### src/rtl/vedic_mult_seq.sv
// Sequential Vedic multiplier: one 2-bit digit of |b| per cycle through a row of 2x2 crosswise/vertical cells.
// Latency: out_valid rises WIDTH/2 cycles after the accept edge; one product per WIDTH/2+2 cycles.
// Backpressure: in_ready only in IDLE; p/out_valid held in DONE until out_ready.
module vedic_mult_seq #(
    parameter int WIDTH = 8
) (
    input  logic               clk,
    input  logic               rst,
    input  logic               in_valid,
    output logic               in_ready,
    input  logic [WIDTH-1:0]   a,
    input  logic [WIDTH-1:0]   b,
    input  logic               signed_mode,
    output logic               out_valid,
    input  logic               out_ready,
    output logic [2*WIDTH-1:0] p,
    output logic               busy
);
    localparam int DIGITS = WIDTH / 2;
    localparam int CW     = (DIGITS > 1) ? $clog2(DIGITS) : 1;
    localparam int PW     = 2 * WIDTH;

    typedef enum logic [1:0] {IDLE, BUSY, DONE} state_t;

    state_t            state_q, state_d;
    logic [WIDTH-1:0]  mag_a, mag_b;
    logic              neg;
    logic [CW-1:0]     cnt;
    logic [PW-1:0]     acc;

    logic [WIDTH-1:0]  abs_a, abs_b;
    logic [1:0]        digit_b;
    logic [WIDTH+1:0]  row;
    logic [PW-1:0]     acc_next, prod_final;
    logic              last_digit;

    // 2x2 cell: vertical x0y0, crosswise x1y0+x0y1, vertical x1y1 with carry
    function automatic logic [3:0] vedic2x2(input logic [1:0] x, input logic [1:0] y);
        logic v0, c_a, c_b, v1;
        v0  = x[0] & y[0];
        c_a = x[1] & y[0];
        c_b = x[0] & y[1];
        v1  = x[1] & y[1];
        return {v1 & c_a & c_b, v1 ^ (c_a & c_b), c_a ^ c_b, v0};
    endfunction

    // Magnitude of -2^(WIDTH-1) wraps to itself, which is the correct unsigned value
    assign abs_a = (signed_mode && a[WIDTH-1]) ? (~a + 1'b1) : a;
    assign abs_b = (signed_mode && b[WIDTH-1]) ? (~b + 1'b1) : b;

    assign digit_b    = mag_b[2*cnt +: 2];
    assign last_digit = (cnt == CW'(DIGITS - 1));

    always_comb begin
        row = '0;
        for (int i = 0; i < DIGITS; i++) begin
            row = row + ((WIDTH+2)'(vedic2x2(mag_a[2*i +: 2], digit_b)) << (2 * i));
        end
    end

    assign acc_next   = acc + (PW'(row) << (2 * cnt));
    assign prod_final = neg ? (~acc_next + 1'b1) : acc_next;

    always_comb begin
        state_d = state_q;
        case (state_q)
            IDLE:    if (in_valid)   state_d = BUSY;
            BUSY:    if (last_digit) state_d = DONE;
            DONE:    if (out_ready)  state_d = IDLE;
            default:                 state_d = IDLE;
        endcase
    end

    always_ff @(posedge clk) begin
        if (rst) state_q <= IDLE;
        else     state_q <= state_d;
    end

    always_ff @(posedge clk) begin
        if (rst) begin
            mag_a <= '0;
            mag_b <= '0;
            neg   <= 1'b0;
            cnt   <= '0;
            acc   <= '0;
            p     <= '0;
        end else begin
            case (state_q)
                IDLE: begin
                    if (in_valid) begin
                        mag_a <= abs_a;
                        mag_b <= abs_b;
                        neg   <= signed_mode & (a[WIDTH-1] ^ b[WIDTH-1]);
                        acc   <= '0;
                        cnt   <= '0;
                    end
                end
                BUSY: begin
                    acc <= acc_next;
                    cnt <= cnt + CW'(1);
                    // p only ever takes the finished, sign-corrected product
                    if (last_digit) p <= prod_final;
                end
                default: ;
            endcase
        end
    end

    assign in_ready  = (state_q == IDLE);
    assign out_valid = (state_q == DONE);
    assign busy      = (state_q != IDLE);

endmodule

### config.mk
export PLATFORM = sky130hd
export DESIGN_NAME = vedic_mult_seq
export DESIGN_NICKNAME = d
export VERILOG_FILES = /design/src/rtl/vedic_mult_seq.sv
export SDC_FILE = /design/constraint.sdc
export NUM_CORES = 1
export LEC_CHECK = 0
export ABC_AREA = 1
export BUFFER_PORTS_ARGS = -buffer_cell sky130_fd_sc_hd__buf_2
export CAP_MARGIN = 20
export CORE_ASPECT_RATIO = 0.9
export CORE_UTILIZATION = 30
export CTS_CLUSTER_DIAMETER = 30
export DETAILED_ROUTE_END_ITERATION = 6
export GPL_TIMING_DRIVEN = 0
export PLACE_DENSITY_LB_ADDON = 0.3
export SKIP_LAST_GASP = 1
export SLEW_MARGIN = 15
export SYNTH_ARGS = -nofsm -noshare
export SYNTH_HDL_FRONTEND = slang
export SYNTH_SLANG_ARGS = --single-unit
### constraint.sdc
create_clock -name clk -period 6.39 [get_ports clk]
set_input_delay 0.3195 -clock clk [delete_from_list [all_inputs] [get_ports clk]]
set_output_delay 0.3195 -clock clk [all_outputs]
set_load 0.02 [all_outputs]
==> impl_metrics.json <==
{
  "dr.first_iter.drc_count": 236,
  "p_leak_nw": 2.483,
  "portBuffers": 39,
  "synth_top_area_frac": 0.2449,
  "ff2ff_setup_slack_ns": 1.03,
  "drc": 0,
  "htree_num_levels": 2,
  "synth_area_leaders": "dfxtp_1 24%, nand2_1 18%, ha_1 8.4%, inv_1 8.1%, a21oi_1 6.7%",
  "clockPowerShare": 0.295,
  "vias": 4416,
  "min_period_over_period": 0.8381,
  "clock_latency_ns": 0.29,
  "syn_area_per_cell_um2": 6.153,
  "gp_congestion": 0.8509,
  "postRouteAntennaNets": 0,
  "wire_per_inst_um": 12.48,
  "ys_ff_latch": 53,
  "fin_ws_ns": 1.035,
  "ys_types": 40,
  "die_h_um": 116.0,
  "end_kind": "register",
  "ys_seq_area_frac": 0.2449,
  "pwr-share-seq": 0.394,
  "hold_viol_final": 0,
  "pre_cts_ws_ns": 1.047,
  "switching_share": 0.3509,
  "max_clock_freq_mhz": 186.7,
  "ir_drop_mv": 0.1297,
  "synth_edf_count": 0,
  "min_from": "out_ready",
  "first_global_vias": 4081,
  "yosysWarnings": 0,
  "crit_top_cell": "nand2_1",
  "holdPathEnd": "state_q[1]",
  "grt_max_degree": 15,
  "met2_wirelength_um": 4946,
  "synth_area_mm2": 0.004332,
  "switchingPower_mw": 0.3142,
  "viasPerCell": 4.678,
  "intPower_mw": 0.5812,
  "clk_pin_slew_worst_paths_ns": 0.07,
  "initial_core_util": 0.3082,
  "die_area_mm2": 0.01492,
  "io_pins": 40,
  "critPathMaxStageDelay_ns": 0.41,
  "diodes": 0,
  "clockBufferDepth": 2,
  "crit_path_top_delay_cell": "fa_1",
  "maxSlewViolCount": 0,
  "root_buffer": "clkbuf_16",
  "cts_resized": 0,
  "drive_above_1_share": 0.09854,
  "syn_nets": 756,
  "worstMarginPinSlew_ns": 0.6501,
  "yosysMostFrequentCell": "nand2_1",
  "rsz0062_at_grt": "false",
  "r2r_start": "cnt[0]",
  "tns_ns": 0,
  "startpoint_type": "register",
  "core-area_mm2": 0.01406,
  "fin_crit_ns": 5.355,
  "cts_tree": "yes",
  "maxSlewHeadroom": 0.5626,
  "numClockSinks": 53,
  "die_width_um": 128.7,
  "synthArstFlopShare": 0,
  "area.growth.synth_to_final_pct": 13.23,
  "track_usage": 0.1687,
  "r2r_cells": 31,
  "synth_commonest_cells": "206 x nand2_1, 93 x inv_1, 65 x nor2_1",
  "wl_um": 11780,
  "highest_layer": "met4",
  "wl_met3_um": 295,
  "synth_area_leader_cell": "dfxtp_1",
  "share_comb_of_total_power": 0.312,
  "synth_cells": 704,
  "power_density_mw_per_mm2": 182.6,
  "antenna_found_initial": 0,
  "nets": 802,
  "grt_overflow": 0,
  "final_core_util": 0.3489,
  "status": "completed",
  "cp.required_ns": 6.56,
  "hp-class": "in -> reg",
  "fillers": 1596,
  "cts_buffers": 5,
  "postCtsSetupBuffers": 0,
  "cts_hold_buf": 0,
  "critPathMaxFanout": 10,
  "rows": 41,
  "cap_violations": 0,
  "worst_ep_arrival_time_ns": 5.52,
  "met1_length_um": 6410,
  "hpwlAfterDp_um": 9600,
  "worstHoldPathCells": 4,
  "regToRegEndpoint": "p[10]",
  "synth_flop_cell": "dfxtp_1",
  "fin_skew_ns": 0.006700,
  "grt_pass1_wl_um": 19980,
  "setup_viol": 0,
  "critPathKind": "reg -> reg",
  "firstDrtPassIters": 4
}
[worst max path at each step]
stage               startpoint     to  slack [ns]  cells after the start
finish                  cnt[0]  p[10]        1.03                     31
global route            cnt[0]  p[10]        0.33                     34
CTS                     cnt[0]  p[10]        1.01                     31
detailed placement      cnt[1]  p[10]        1.05                     30
global placement        cnt[0]  p[10]        1.04                     31
floorplan               cnt[0]  p[13]        1.91                     32
[layout make-up]
cell class / instances / area, um^2 / area share
Buffer: 22 / 93.84 / 0.01913
Clock buffer: 8 / 136.4 / 0.02781
Inverter: 96 / 360.3 / 0.07347
Multi-Input combinational cell: 533 / 2816 / 0.5742
Sequential cell: 53 / 1061 / 0.2163
Tap cell: 193 / 241.5 / 0.04923
Timing Repair Buffer: 39 / 195.2 / 0.03980
[power by group through the flow]
stage / logic, mW / clock network, mW / registers (mW)
6_report: 0.279 / 0.264 / 0.352
5_1_grt: 0.320 / 0.287 / 0.354
4_1_cts: 0.280 / 0.272 / 0.352
3_5_place_dp: 0.278 / 0 / 0.360
3_3_place_gp: 0.277 / 0 / 0.360
2_1_floorplan: 0.208 / 0 / 0.357
[cells in the final DEF, fill, tap and decap left out, types with 7 or more instances in the layout]
cell type / instances
a21oi_1: 58
buf_2: 41
clkbuf_1: 18
dfxtp_1: 53
ha_1: 29
inv_1: 93
nand2_1: 206
nand2_2: 9
nand3_1: 49
nand4_1: 12
nor2_1: 65
o21ai_0: 36
xnor2_1: 7
xor2_1: 15
[worst max-delay path, delay by kind of cell, from the launching register on]
family,cells,cell delay [ns]
and+or+nand+nor,15,1.58
adders and majority gates,4,1.27
buffers and inverters,4,0.78
AOI/OAI and AO/OA,5,0.78
xor gates and xnor gates,3,0.47
DFF,1,0.34
[flip-flops by register name, indices dropped and copies added (netlist names)]
signal / count
acc: 16
cnt: 2
mag_a: 8
mag_b: 8
neg: 1
p: 16
state_q: 2
[per-stage QoR]
step	cell area [um^2]	hold WS (ns)	std cells	power, mW
after floorplan	4332	0.3982	704	0.5650
after global placement	4768	0.4610	936	0.6371
after detailed placement	4768	0.4638	936	0.6375
after CTS	4905	0.2773	944	0.9045
after global routing	4905	0.3052	944	0.9607
final	4905	0.2834	944	0.8954
[cells by family (layout without fill, tap and decap cells)]
logic type,Yosys count,count (layout),share of synthesized area
and+or+nand+nor,363,363,0.3614
buffers and inverters,118,165,0.1048
AOI/OAI and AO/OA,115,115,0.1467
DFF,53,53,0.2449
adders and majority gates,31,31,0.09301
xor gates and xnor gates,22,22,0.04448
muxes,2,2,0.004622
[layer usage]
layer / global-route usage / up-vias
met4: 0.04471 / 0
met2: 0.2620 / 63
met3: 0.01939 / 7
li1: - / 2371
met5: 0 / -
met1: 0.2457 / 1975
(Power assumes the default switching activity.)
